**config.mk**
```make
export PLATFORM = sky130hd
export DESIGN_NAME = pwm_capture
export DESIGN_NICKNAME = d
export VERILOG_FILES = /design/src/rtl/pwm_capture.sv
export SDC_FILE = /design/constraint.sdc
export NUM_CORES = 1
export LEC_CHECK = 0
export ABC_AREA = 1
export CAP_MARGIN = 10
export CORE_MARGIN = 2
export CORE_UTILIZATION = 61
export DETAILED_ROUTE_END_ITERATION = 7
export GPL_TIMING_DRIVEN = 0
export PLACE_DENSITY_LB_ADDON = 0.1
export SYNTH_ARGS = -nofsm -noshare
export SYNTH_HDL_FRONTEND = slang
export SYNTH_SLANG_ARGS = --single-unit
```
**constraint.sdc**
```tcl
create_clock -name i_clk -period 2.7 [get_ports i_clk]
set_clock_uncertainty 0.15 [all_clocks]
set_input_delay 0.675 -clock i_clk [delete_from_list [all_inputs] [get_ports i_clk]]
set_output_delay 0.675 -clock i_clk [all_outputs]
set_load 0.03 [all_outputs]
```
**src/rtl/pwm_capture.sv**
```systemverilog
// pwm_capture: measures high time and period of an asynchronous PWM input in i_clk
// cycles and reports them, plus overflow/timeout status, through a 16-bit Wishbone slave.
module pwm_capture #(
    parameter int CNT_W       = 16,
    parameter int SYNC_STAGES = 2
) (
    input  logic        i_clk,
    input  logic        i_rst_n,
    input  logic        i_pwm,
    input  logic        i_wb_cyc,
    input  logic        i_wb_stb,
    input  logic        i_wb_we,
    input  logic [15:0] i_wb_adr,
    input  logic [15:0] i_wb_data,
    output logic [15:0] o_wb_data,
    output logic        o_wb_ack,
    output logic        o_valid,
    output logic        o_irq
);

    localparam logic [15:0] ADR_CTRL    = 16'h0000;
    localparam logic [15:0] ADR_STATUS  = 16'h0002;
    localparam logic [15:0] ADR_HIGH    = 16'h0004;
    localparam logic [15:0] ADR_PERIOD  = 16'h0006;
    localparam logic [15:0] ADR_TIMEOUT = 16'h0008;

    localparam logic [2:0] S_IDLE = 3'd0;
    localparam logic [2:0] S_ARM  = 3'd1;
    localparam logic [2:0] S_HI   = 3'd2;
    localparam logic [2:0] S_LO   = 3'd3;
    localparam logic [2:0] S_HOLD = 3'd4;

    localparam logic [CNT_W-1:0] CNT_ONE = CNT_W'(1);

    function automatic logic [CNT_W-1:0] sat_inc(input logic [CNT_W-1:0] v);
        return (&v) ? v : v + CNT_ONE;
    endfunction

    function automatic logic [15:0] zext(input logic [CNT_W-1:0] v);
        return 16'(v);
    endfunction

    logic [SYNC_STAGES-1:0] sync_p0;
    logic                   lvl_p0;
    logic                   lvl_p1;
    logic                   rise;
    logic                   fall;

    logic                   ctrl_en;
    logic                   ctrl_irq_en;
    logic                   ctrl_one_shot;
    logic [15:0]            timeout_reg;

    logic                   status_valid;
    logic                   status_ovf;
    logic                   status_tmo;
    logic                   status_lvl;
    logic [2:0]             w1c;

    logic [CNT_W-1:0]       high_reg;
    logic [CNT_W-1:0]       period_reg;
    logic [CNT_W-1:0]       cnt;
    logic [CNT_W-1:0]       hi_cnt;
    logic [2:0]             state;

    logic [2:0]             state_nx;
    logic [CNT_W-1:0]       cnt_nx;
    logic [CNT_W-1:0]       hi_cnt_nx;
    logic                   set_valid;
    logic                   set_ovf;
    logic                   set_tmo;
    logic                   load_res;
    logic                   tmo_hit;
    logic                   cnt_sat;

    logic                   access;
    logic                   wr_en;
    logic                   rd_en;
    logic [15:0]            rd_data;

    // Input synchronizer, then one extra flop for edge detection
    always_ff @(posedge i_clk or negedge i_rst_n) begin
        if (!i_rst_n) begin
            sync_p0 <= '0;
            lvl_p1  <= 1'b0;
        end else begin
            sync_p0 <= {sync_p0[SYNC_STAGES-2:0], i_pwm};
            lvl_p1  <= lvl_p0;
        end
    end

    assign lvl_p0 = sync_p0[SYNC_STAGES-1];
    assign rise   = lvl_p0 & ~lvl_p1;
    assign fall   = ~lvl_p0 & lvl_p1;

    assign tmo_hit = (timeout_reg != 16'h0000) && (zext(cnt) == timeout_reg);
    assign cnt_sat = &cnt;

    // Edges take priority over saturation and timeout in every measuring state.
    always_comb begin
        state_nx  = state;
        cnt_nx    = cnt;
        hi_cnt_nx = hi_cnt;
        set_valid = 1'b0;
        set_ovf   = 1'b0;
        set_tmo   = 1'b0;
        load_res  = 1'b0;
        if (!ctrl_en) begin
            state_nx  = S_IDLE;
            cnt_nx    = '0;
            hi_cnt_nx = '0;
        end else begin
            case (state)
                S_IDLE: begin
                    state_nx  = S_ARM;
                    cnt_nx    = '0;
                    hi_cnt_nx = '0;
                end
                S_ARM: begin
                    if (rise) begin
                        state_nx = S_HI;
                        cnt_nx   = CNT_ONE;
                    end else if (tmo_hit) begin
                        set_tmo = 1'b1;
                        cnt_nx  = '0;
                    end else begin
                        cnt_nx = sat_inc(cnt);
                    end
                end
                S_HI: begin
                    if (fall) begin
                        hi_cnt_nx = cnt;
                        state_nx  = S_LO;
                        cnt_nx    = sat_inc(cnt);
                    end else if (cnt_sat) begin
                        set_ovf  = 1'b1;
                        state_nx = S_ARM;
                        cnt_nx   = '0;
                    end else if (tmo_hit) begin
                        set_tmo  = 1'b1;
                        state_nx = S_ARM;
                        cnt_nx   = '0;
                    end else begin
                        cnt_nx = sat_inc(cnt);
                    end
                end
                S_LO: begin
                    if (rise) begin
                        load_res  = 1'b1;
                        set_valid = 1'b1;
                        cnt_nx    = CNT_ONE;
                        state_nx  = ctrl_one_shot ? S_HOLD : S_HI;
                    end else if (cnt_sat) begin
                        set_ovf  = 1'b1;
                        state_nx = S_ARM;
                        cnt_nx   = '0;
                    end else if (tmo_hit) begin
                        set_tmo  = 1'b1;
                        state_nx = S_ARM;
                        cnt_nx   = '0;
                    end else begin
                        cnt_nx = sat_inc(cnt);
                    end
                end
                S_HOLD: begin
                    cnt_nx = '0;
                    if (!status_valid) state_nx = S_ARM;
                end
                default: begin
                    state_nx  = S_IDLE;
                    cnt_nx    = '0;
                    hi_cnt_nx = '0;
                end
            endcase
        end
    end

    // Measurement state and result registers
    always_ff @(posedge i_clk or negedge i_rst_n) begin
        if (!i_rst_n) begin
            state      <= S_IDLE;
            cnt        <= '0;
            hi_cnt     <= '0;
            high_reg   <= '0;
            period_reg <= '0;
        end else begin
            state  <= state_nx;
            cnt    <= cnt_nx;
            hi_cnt <= hi_cnt_nx;
            if (load_res) begin
                period_reg <= cnt;
                high_reg   <= hi_cnt;
            end
        end
    end

    assign access = i_wb_cyc & i_wb_stb & ~o_wb_ack;
    assign wr_en  = access & i_wb_we;
    assign rd_en  = access & ~i_wb_we;

    always_ff @(posedge i_clk or negedge i_rst_n) begin
        if (!i_rst_n) begin
            ctrl_en       <= 1'b0;
            ctrl_irq_en   <= 1'b0;
            ctrl_one_shot <= 1'b0;
            timeout_reg   <= 16'h0000;
        end else if (wr_en) begin
            if (i_wb_adr == ADR_CTRL) begin
                ctrl_en       <= i_wb_data[0];
                ctrl_irq_en   <= i_wb_data[1];
                ctrl_one_shot <= i_wb_data[2];
            end
            if (i_wb_adr == ADR_TIMEOUT) timeout_reg <= i_wb_data;
        end
    end

    always_comb begin
        w1c = 3'b000;
        if (wr_en && (i_wb_adr == ADR_STATUS)) w1c = i_wb_data[2:0];
    end

    // A hardware set in the same cycle as a write-one-to-clear keeps the bit set.
    always_ff @(posedge i_clk or negedge i_rst_n) begin
        if (!i_rst_n) begin
            status_valid <= 1'b0;
            status_ovf   <= 1'b0;
            status_tmo   <= 1'b0;
            status_lvl   <= 1'b0;
        end else begin
            status_valid <= set_valid | (status_valid & ~w1c[0]);
            status_ovf   <= set_ovf   | (status_ovf   & ~w1c[1]);
            status_tmo   <= set_tmo   | (status_tmo   & ~w1c[2]);
            if (set_tmo) status_lvl <= lvl_p0;
        end
    end

    always_comb begin
        rd_data = 16'h0000;
        case (i_wb_adr)
            ADR_CTRL:    rd_data = {13'h0000, ctrl_one_shot, ctrl_irq_en, ctrl_en};
            ADR_STATUS:  rd_data = {12'h000, status_lvl, status_tmo, status_ovf, status_valid};
            ADR_HIGH:    rd_data = zext(high_reg);
            ADR_PERIOD:  rd_data = zext(period_reg);
            ADR_TIMEOUT: rd_data = timeout_reg;
            default:     rd_data = 16'h0000;
        endcase
    end

    always_ff @(posedge i_clk or negedge i_rst_n) begin
        if (!i_rst_n) begin
            o_wb_ack  <= 1'b0;
            o_wb_data <= 16'h0000;
        end else begin
            o_wb_ack <= i_wb_cyc & i_wb_stb & ~o_wb_ack;
            if (rd_en) o_wb_data <= rd_data;
        end
    end

    assign o_valid = status_valid;
    assign o_irq   = ctrl_irq_en & (status_valid | status_ovf | status_tmo);

endmodule
```
==> metrics.md, run 1 <==
| Metric | Value |
|---|---|
| Status | `completed` |
| Routability cong. | `0.971` |
| RSZ-0062 raised after global routing | `yes` |
| Synth top area share | `50.3%` |
| Final Hold Vio Count | `0` |
| Total area of sequential cells | `between 2000 and 3000 um^2` |
| First-pass GRT wire length | `23000 um` |
| Avg WL per Cell | `15.7 um` |
| H-tree depth | `3` |
| CTS Hold Buffers Added | `0` |
| Crit path time final | `2.63 ns` |
| Die height | `98.7 um` |
| Clock Tree Buf Depth | `2` |
| CTS Root Cell | `clkbuf_8` |
| Placeable Area | `between 8000 and 9000 um^2` |
| I/O pin count | `57` |
| Vias | `5019` |
| P&R area growth vs syn | `16.7%` |
| Via density | `5.71` |
| CTS sink cnt | `110` |
| DIE AREA | `9740 um^2` |
| Synth area leader | `dfrtp_1` |
| Worst vdd ir | `0.257 mV` |
| Post-synthesis instance total | `approximately 700` |
| Crit-path max FO | `10` |
| # port buffers | `56` |
| Post-CTS setup buffers | `0` |
| Post-synth net total | `737` |
| Post-synthesis sequential area ratio | `a little over 50%` |
| DRT iter0 DRCs | `302` |
| Placed Area | `6190 um^2` |
| CTS tree | `done` |
| Slew @ Worst Pin | `roughly 0.54 ns` |
| Setup tns final | `0 ns` |
| Final instance area | `6380 um^2` |
| Slowest stage delay, CP | `0.51 ns` |
| Global Route Usage Sum | `29.5%` |
| # diodes | `0` |
| Post-synth ARST share | `100%` |
| Fill cells | `699` |
| Post-Syn Area per Cell | `7.84 um^2` |
| Drt drc | `0` |
| Cell Chain, Critical Path | `clkdlybuf4s50_1 -> inv_1 -> nor4_2 -> nand3_2 -> buf_2 -> mux2_1` |
| Final core occ | `73.2%` |
| Arr. time, crit path | `~2.7 ns` |
| Max-slew violations | `0` |
| Initial Util | `62.7%` |
| Cell Rows | `34` |
| #FFs+latches synth | `110` |
| P per Cell Area | `439 nW/um^2` |
| Final setup vio count | `0` |
| NumNets Final | `805` |
| Required @ worst endpoint | `roughly 2.8 ns` |
| Max transition margin | `63.6%` |
| Synth cell types | `38` |
| Hold Path Class | `in2async` |
| Final Cycle Share | `97.3%` |
| Peak Freq | `between 300 and 400 MHz` |
| ANT nets after route | `0` |
| Vias in the first global route | `4812` |
| Top FF cell, synth | `dfrtp_1` |
| Initial DRT Pass Iterations | `5` |
| Clk_lat worst skew | `0.37 ns` |
| Share of layout cells above drive strength 1 | `7.13%` |
| CTS Buf Count | `9` |
| Startpoint Class | `primary input` |
| Reg clk slew, reported paths | `about 0.11 ns` |
| Post-synth EDFFs | `0` |
| GRT overflow | `0` |
| Crit path kind | `in2reg` |
| Slowest CP cell | `nor4_2` |
| CTS resizes | `0` |
| Largest net degree at the start of global routing | `73` |
| Die width | `98.7 um` |
| Yosys warns | `0` |
| Final WL | `13800 um` |
| Post-DP HPWL | `between 10000 and 15000 um` |
| Initial antenna violation count | `0` |
| CP Capture Type | `flop` |
| Mapped cell area | `between 5000 and 6000 um^2` |
| Top post-synthesis cells by area | `dfrtp_1, nand2_1, o21ai_0` |
| Leak pwr | `around 0.0030 uW` |
| Maxcap violations | `0` |
| Multi-input logic area | `2290 um^2` |
-- cells in the mapped netlist, types with 2 or more instances --
cell type and count:
clkinv_1 2, clkbuf_1 10, nand2_1 195, nand3_2 2, nor3_1 8, o21ai_1 3
a31oi_1 3, nand4_1 10, o22ai_1 18, nor4_1 2, nand2_4 2, mux2_2 11
nand2_2 3, xor2_1 2, nor2_2 3, buf_2 6, mux2_1 2, nand3_1 27
dfrtp_1 110, nor2_1 69, nor3_2 2, inv_1 91, inv_2 2, a21oi_1 23
o21ai_0 79
-- critical path: cells and delay by family --
kind | cells | cell delay [ns]
multiplexers | 1 | 0.32
AND/OR/NAND/NOR | 2 | 0.91
buffers and inverters | 3 | 0.82
-- worst paths after layout --
check	from	to	slack [ns]	cells after the start
setup / recovery	i_wb_stb	timeout_reg[14]	0.07	6
hold / removal	i_rst_n	o_wb_data[2]	0.12	1
setup reg to reg	o_wb_ack	timeout_reg[14]	0.44	4
hold reg to reg	sync_p0[0]	sync_p0[1]	0.21	0
max in group asynchronous	i_rst_n	hi_cnt[6]	1.57	2
min in group i_clk	sync_p0[0]	sync_p0[1]	0.21	0
-- where the power goes --
part           total, uW  leakage, uW  internal, uW  switching, uW
Combinational        163      0.00138          76.1           86.6
Clock                972    0.0000914           359            614
Sequential          1660      0.00151          1660           6.39
-- through the flow --
step | worst slack, ns | instances | total power (uW) | hold WS [ns]
after floorplan | 0.605 | 698 | 1740 | 0.181
after global placement | -3.20 | 862 | 1850 | 0.185
after detailed placement | -0.281 | 863 | 1860 | 0.188
after CTS | 0.0988 | 879 | 2820 | 0.138
after global routing | -0.00171 | 879 | 2890 | 0.163
final | 0.0728 | 879 | 2800 | 0.119
-- layer usage --
layer	track usage [%]	routed length [um]	vias up
li1	-	-	2392
met1	40.7	5730	2388
met2	48.2	6770	214
met3	3.83	956	25
met4	11.1	302	0
met5	0	0	-
-- kinds of logic after synthesis --
kind of cell / count (synthesis) / synth area share (%)
simple gates: 329 / 25.8
xor+xnor: 2 / 0.320
compound gates: 131 / 12.8
flops: 110 / 50.3
mux: 13 / 2.68
fa+ha+maj: 1 / 0.229
buf+inv: 112 / 7.85
-- cell type report --
type | instances | area share (%)
multi-input cells | 476 | 35.9
clock inverters | 7 | 1.04
repair buffers | 57 | 9.18
plain buffers | 17 | 1.14
clock buffers | 9 | 1.94
flip-flops and latches | 110 | 43.1
well taps | 108 | 2.12
inverters | 95 | 5.59
-- layout by cell type, fill, tap and decap left out, drive strengths merged, types with 4 or more instances in the layout --
cell type and instances:
nand2 200, buf 8, inv 96, nor3 11, o22ai 18, nand3 30
nor2 73, o21ai 83, clkdlybuf4s50 55, clkbuf 20, a21oi 23, mux2 13
clkinv 4, nand4 10, dfrtp 110
No activity file was read; power rests on OpenSTA's default activity.
==> run 2, diff against run 1 <==
--- a/config.mk
+++ b/config.mk
@@ -12,6 +12,7 @@
 export DETAILED_ROUTE_END_ITERATION = 7
 export GPL_TIMING_DRIVEN = 0
 export PLACE_DENSITY_LB_ADDON = 0.1
+export SLEW_MARGIN = 20
 export SYNTH_ARGS = -nofsm -noshare
 export SYNTH_HDL_FRONTEND = slang
 export SYNTH_SLANG_ARGS = --single-unit
==> run 2 against run 1 <==
Effect of this change: sequential share of layout area barely moved; routed wire length decreased by 0.67%; sequential power about the same; critical path depth did not move; hold slack got worse by 0.071 ns; design area barely moved; clock-buffer cell count unchanged; power barely moved; cell count did not move; sequential cell count is the same; worst setup slack improved by 0.015 ns.
==> metrics.md, run 2 (synthesis results as in run 1) <==
| Metric | Value |
|---|---|
| Status | `completed (unchanged)` |
| Maxcap violations | `0 (unchanged)` |
| P per Cell Area | `439 nW/um^2 (about the same)` |
| Slowest CP cell | `nor4_2 (unchanged)` |
| First-pass GRT wire length | `23300 um (was 23000 um)` |
| CTS Buf Count | `9 (unchanged)` |
| P&R area growth vs syn | `16.7% (about the same)` |
| Clk_lat worst skew | `0.37 ns (about the same)` |
| Final Hold Vio Count | `0 (unchanged)` |
| Initial antenna violation count | `0 (unchanged)` |
| Share of layout cells above drive strength 1 | `7.13% (unchanged)` |
| Hold Path Class | `in2async (unchanged)` |
| Routability cong. | `0.971 (unchanged)` |
| # diodes | `0 (unchanged)` |
| Setup tns final | `0 ns (unchanged)` |
| Reg clk slew, reported paths | `0.11 ns (about the same)` |
| Die width | `98.7 um (unchanged)` |
| Crit path kind | `in2reg (unchanged)` |
| Vias | `4966 (was 5019)` |
| Max-slew violations | `0 (unchanged)` |
| Crit-path max FO | `10 (unchanged)` |
| Peak Freq | `383 MHz (was 381 MHz)` |
| Placeable Area | `8720 um^2 (unchanged)` |
| Final setup vio count | `0 (unchanged)` |
| Die height | `98.7 um (unchanged)` |
| Via density | `5.65 (was 5.71)` |
| I/O pin count | `57 (unchanged)` |
| Vias in the first global route | `4886 (was 4812)` |
| CP Capture Type | `flop (unchanged)` |
| CTS tree | `done (unchanged)` |
| DIE AREA | `9740 um^2 (unchanged)` |
| Slowest stage delay, CP | `0.50 ns (was 0.51 ns)` |
| Required @ worst endpoint | `2.81 ns (about the same)` |
| Leak pwr | `0.00298 uW (was 0.00297 uW)` |
| Global Route Usage Sum | `29.8% (was 29.5%)` |
| Post-CTS setup buffers | `0 (unchanged)` |
| CTS Hold Buffers Added | `0 (unchanged)` |
| Avg WL per Cell | `15.5 um (was 15.7 um)` |
| H-tree depth | `3 (unchanged)` |
| Drt drc | `0 (unchanged)` |
| CTS resizes | `0 (unchanged)` |
| Initial DRT Pass Iterations | `5 (unchanged)` |
| Post-DP HPWL | `10600 um (about the same)` |
| Most common cell after layout, fill and taps aside | `nand2_1 (unchanged)` |
| Cell Chain, Critical Path | `clkdlybuf4s50_1 -> inv_1 -> nor4_2 -> nand3_2 -> buf_2 -> mux2_1 (unchanged)` |
| Placed insts | `863 (unchanged)` |
| Slew @ Worst Pin | `0.528 ns (was 0.541 ns)` |
| RSZ-0062 raised after global routing | `yes (unchanged)` |
| Arr. time, crit path | `2.72 ns (was 2.74 ns)` |
| Worst Setup SP | `i_wb_stb (unchanged)` |
| GRT overflow | `0 (unchanged)` |
| Final WL | `13700 um (was 13800 um)` |
| Startpoint Class | `primary input (unchanged)` |
| Cell Rows | `34 (unchanged)` |
| Non-filler cells, final | `879 (unchanged)` |
| Launch point of the worst reg-to-reg path | `o_wb_ack (unchanged)` |
| Clock Tree Buf Depth | `2 (unchanged)` |
| CTS sink cnt | `110 (unchanged)` |
| Power, Total | `2800 uW (about the same)` |
| Largest net degree at the start of global routing | `73 (unchanged)` |
| Most frequent cells in the layout | `nand2_1, dfrtp_1, inv_1, o21ai_0, nor2_1 (unchanged)` |
| DRT iter0 DRCs | `334 (was 302)` |
| CTS Root Cell | `clkbuf_8 (unchanged)` |
| Crit path time final | `2.61 ns (was 2.63 ns)` |
| Worst vdd ir | `0.266 mV (was 0.257 mV)` |
| Final Cycle Share | `96.7% (was 97.3%)` |
| ANT nets after route | `0 (unchanged)` |
| NumNets Final | `805 (unchanged)` |
| Initial Util | `62.7% (unchanged)` |
| # port buffers | `56 (unchanged)` |
| Max transition margin | `64.5% (was 63.6%)` |
## run 2: changes by cell type in the layout (fill, tap and decap cells not counted), sizes merged
cell / delta
clkinvlp: -1
clkinv: +1
## run 2: area by class of cell
type	instances	area, um^2
sequential	110	2750
fill	690	2340
multi-input combinational	476	2290
timing repair buffer	57	589
inverter	95	357
tap	108	135
clock buffer	9	124
buffer	17	72.6
clock inverter	7	65.1
## run 2: path summary, 6_finish.rpt
kind / endpoint / slack [ns] / cells past startpoint
worst max-delay path: timeout_reg[14] / 0.09 / 6
worst min-delay path: o_wb_ack / 0.05 / 1
worst max register to register: timeout_reg[14] / 0.46 / 4
worst min register to register: sync_p0[1] / 0.21 / 0
max in group asynchronous: high_reg[11] / 1.70 / 2
min in group i_clk: sync_p0[1] / 0.21 / 0
## run 2: per-layer routing
metal / vias up / share of wire, % / track usage (%)
li1: 2388 / - / -
met4: 0 / 2.7 / 10.6
met5: - / 0 / 0
met2: 206 / 48 / 48.7
met3: 29 / 6.5 / 3.90
met1: 2343 / 42 / 41.3
## run 2: critical path, delay by kind of cell
kind | cells | cell delay [ns]
buffers and inverters | 3 | 0.82
muxes | 1 | 0.33
and+or+nand+nor | 2 | 0.89
## run 2: power breakdown
part / internal [uW] / switching [uW]
registers: 1660 / 6.55
logic: 76.7 / 86.8
clock network: 358 / 615
## run 2: stage by stage
step	setup WS (ns)	util (%)	hold WS, ns	cell area, um^2
2_1_floorplan	0.605	-	0.181	5470
3_3_place_gp	-3.20	70.7	0.185	6160
3_5_place_dp	-0.273	71.0	0.188	6190
4_1_cts	0.108	73.2	0.0558	6380
5_1_grt	-0.00331	73.2	0.0708	6380
6_report	0.0880	73.2	0.0478	6380
==> run 3, diff against run 2 <==
--- a/config.mk
+++ b/config.mk
@@ -8,7 +8,7 @@
 export ABC_AREA = 1
 export CAP_MARGIN = 10
 export CORE_MARGIN = 2
-export CORE_UTILIZATION = 61
+export CORE_UTILIZATION = 51
 export DETAILED_ROUTE_END_ITERATION = 7
 export GPL_TIMING_DRIVEN = 0
 export PLACE_DENSITY_LB_ADDON = 0.1
==> constraint.sdc (replaced) <==
create_clock -name i_clk -period 2.3 [get_ports i_clk]
set_clock_uncertainty 0.15 [all_clocks]
set_input_delay 0.575 -clock i_clk [delete_from_list [all_inputs] [get_ports i_clk]]
set_output_delay 0.575 -clock i_clk [all_outputs]
set_load 0.03 [all_outputs]
==> run 3 against run 2 <==
Effect of this change: register-to-register slack worse by 0.32 ns; largest power group unchanged; sequential cell count is the same; critical path depth fell by 4; design area increased by 1.3%; sequential share of layout area shrank 0.52 points; hold slack improved by 0.16 ns; cell count up 3.1%.
==> metrics.md, run 3 (synthesis results as in run 1) <==
| Metric | Value |
|---|---|
| Status | `completed (unchanged)` |
| P&R area growth vs syn | `18.2% (was 16.7%)` |
| Worst Setup EP | `o_irq (was timeout_reg[14])` |
| H-tree depth | `3 (unchanged)` |
| Avg WL per Cell | `15.4 um (was 15.5 um)` |
| Post-DP HPWL | `10800 um (was 10600 um)` |
| Initial Util | `52.7% (was 62.7%)` |
| Worst Setup SP | `o_valid (was i_wb_stb)` |
| GRT overflow | `0 (unchanged)` |
| Largest net degree at the start of global routing | `58 (was 73)` |
| CTS Buf Count | `9 (unchanged)` |
| Vias | `4849 (was 4966)` |
| Global Route Usage Sum | `26.1% (was 29.8%)` |
| DIE AREA | `11600 um^2 (was 9740 um^2)` |
| Max transition margin | `65.4% (was 64.5%)` |
| Non-filler cells, final | `906 (was 879)` |
| # port buffers | `56 (unchanged)` |
| CTS tree | `done (unchanged)` |
| Maxcap violations | `0 (unchanged)` |
| Clk_lat worst skew | `0.38 ns (was 0.37 ns)` |
| Final WL | `14000 um (was 13700 um)` |
| CTS sink cnt | `110 (unchanged)` |
| Setup slack, reg-to-reg | `0.14 ns (was 0.46 ns)` |
| Launch point of the worst reg-to-reg path | `cnt[1] (was o_wb_ack)` |
| Most common cell after layout, fill and taps aside | `nand2_1 (unchanged)` |
| Cell Rows | `37 (was 34)` |
| Crit-path max FO | `5 (was 10)` |
| Slew @ Worst Pin | `0.519 ns (was 0.528 ns)` |
| P per Cell Area | `504 nW/um^2 (was 439 nW/um^2)` |
| Final setup vio count | `0 (unchanged)` |
| Peak Freq | `449 MHz` |
| Arr. time, crit path | `1.50 ns (was 2.72 ns)` |
| Most frequent cells in the layout | `nand2_1, dfrtp_1, inv_1, o21ai_0, nor2_1 (unchanged)` |
| First-pass GRT wire length | `23400 um (was 23300 um)` |
| Via density | `5.35 (was 5.65)` |
| R2R depth | `12 (was 4)` |
| Initial antenna violation count | `0 (unchanged)` |
| Crit path time final | `2.22 ns` |
| Placeable Area | `10400 um^2 (was 8720 um^2)` |
| DRT iter0 DRCs | `288 (was 334)` |
| NumNets Final | `805 (unchanged)` |
| Setup tns final | `0 ns (unchanged)` |
| Hold Path Class | `reg2reg (was in2async)` |
| Reg clk slew, reported paths | `0.10 ns (was 0.11 ns)` |
| Final core occ | `62.3% (was 73.2%)` |
| Placed insts | `891 (was 863)` |
| Reg-to-reg endpoint | `cnt[8] (was timeout_reg[14])` |
| Clock Tree Buf Depth | `2 (unchanged)` |
| RSZ-0062 raised after global routing | `yes (unchanged)` |
| Worst vdd ir | `0.548 mV (was 0.266 mV)` |
| Crit path kind | `reg2out (was in2reg)` |
| ANT nets after route | `0 (unchanged)` |
| Initial DRT Pass Iterations | `6 (was 5)` |
| Die width | `108 um (was 98.7 um)` |
| CP Capture Type | `output pin (was flop)` |
| Vias in the first global route | `4756 (was 4886)` |
| Post-CTS setup buffers | `0 (unchanged)` |
| Required @ worst endpoint | `1.57 ns (was 2.81 ns)` |
| CTS Root Cell | `clkbuf_8 (unchanged)` |
| Share of layout cells above drive strength 1 | `7.79% (was 7.13%)` |
| I/O pin count | `57 (unchanged)` |
| Routability cong. | `0.882 (was 0.971)` |
| Final Hold Vio Count | `0 (unchanged)` |
| Drt drc | `0 (unchanged)` |
| Leak pwr | `0.00297 uW (was 0.00298 uW)` |
| # diodes | `0 (unchanged)` |
| Die height | `108 um (was 98.7 um)` |
| Final Cycle Share | `96.7%` |
| Startpoint Class | `flop (was primary input)` |
| Max-slew violations | `0 (unchanged)` |
==> run 3: cell types whose count changed in the layout (fill, tap and decap cells not counted), moves of 3 or more <==
cell / change
o21ai_1: +6
o21ai_0: -6
nor2_4: +3
buf_2: -3
==> run 3: layout make-up <==
type | count | area (um^2)
Tap cell | 136 | 170
Buffer | 16 | 73.8
Timing Repair Buffer | 58 | 601
Inverter | 95 | 360
Multi-Input combinational cell | 476 | 2330
Fill cell | 938 | 3910
Clock buffer | 9 | 124
Sequential cell | 110 | 2750
Clock inverter | 6 | 55.1
==> run 3: stage by stage <==
| step | total power, uW | hold WS (ns) | setup slack [ns] | cell area [um^2] |
|---|---|---|---|---|
| floorplan | 2050 | 0.129 | 0.305 | 5470 |
| global placement | 2180 | 0.183 | -3.64 | 6200 |
| detailed placement | 2190 | 0.191 | -0.598 | 6230 |
| CTS | 3280 | 0.216 | -0.0631 | 6430 |
| global route | 3380 | 0.242 | -0.0436 | 6460 |
| finish | 3250 | 0.211 | 0.0753 | 6460 |
==> run 3: worst min path at each step <==
stage | from | endpoint | slack, ns | cells after the start
floorplan | i_rst_n | cnt[0] | 0.13 | 0
global placement | sync_p0[0] | sync_p0[1] | 0.18 | 0
detailed placement | sync_p0[0] | sync_p0[1] | 0.19 | 0
CTS | sync_p0[0] | sync_p0[1] | 0.22 | 0
global route | sync_p0[0] | sync_p0[1] | 0.24 | 0
finish | sync_p0[0] | sync_p0[1] | 0.21 | 0
==> run 3: critical path, cell delays in order (launching register included) <==
cell and delay, ns:
dfrtp_1 0.47, o31a_1 0.30, dlygate4sd2_1 0.35
==> run 3: power breakdown <==
| group | internal (uW) | switching (uW) |
|---|---|---|
| clock | 409 | 695 |
| combinational | 91.8 | 105 |
| sequential | 1950 | 8.09 |
==> run 3: timing repair <==
| action | CTS | global route |
|---|---|---|
| hold buffers | 1 | 0 |
| endpoints found under the hold margin | 24 | 0 |
| setup endpoints to repair | 8 | 40 |
| pin swaps | 0 | 1 |
| gates resized for setup | 3 | 20 |
==> run 3: routing by layer <==
metal / track usage, % / vias up / share of wire, %
li1: - / 2390 / -
met4: 6.23 / 0 / 1.3
met3: 4.60 / 15 / 5.0
met1: 35.8 / 2313 / 45
met2: 43.3 / 131 / 48
met5: 0 / - / 0
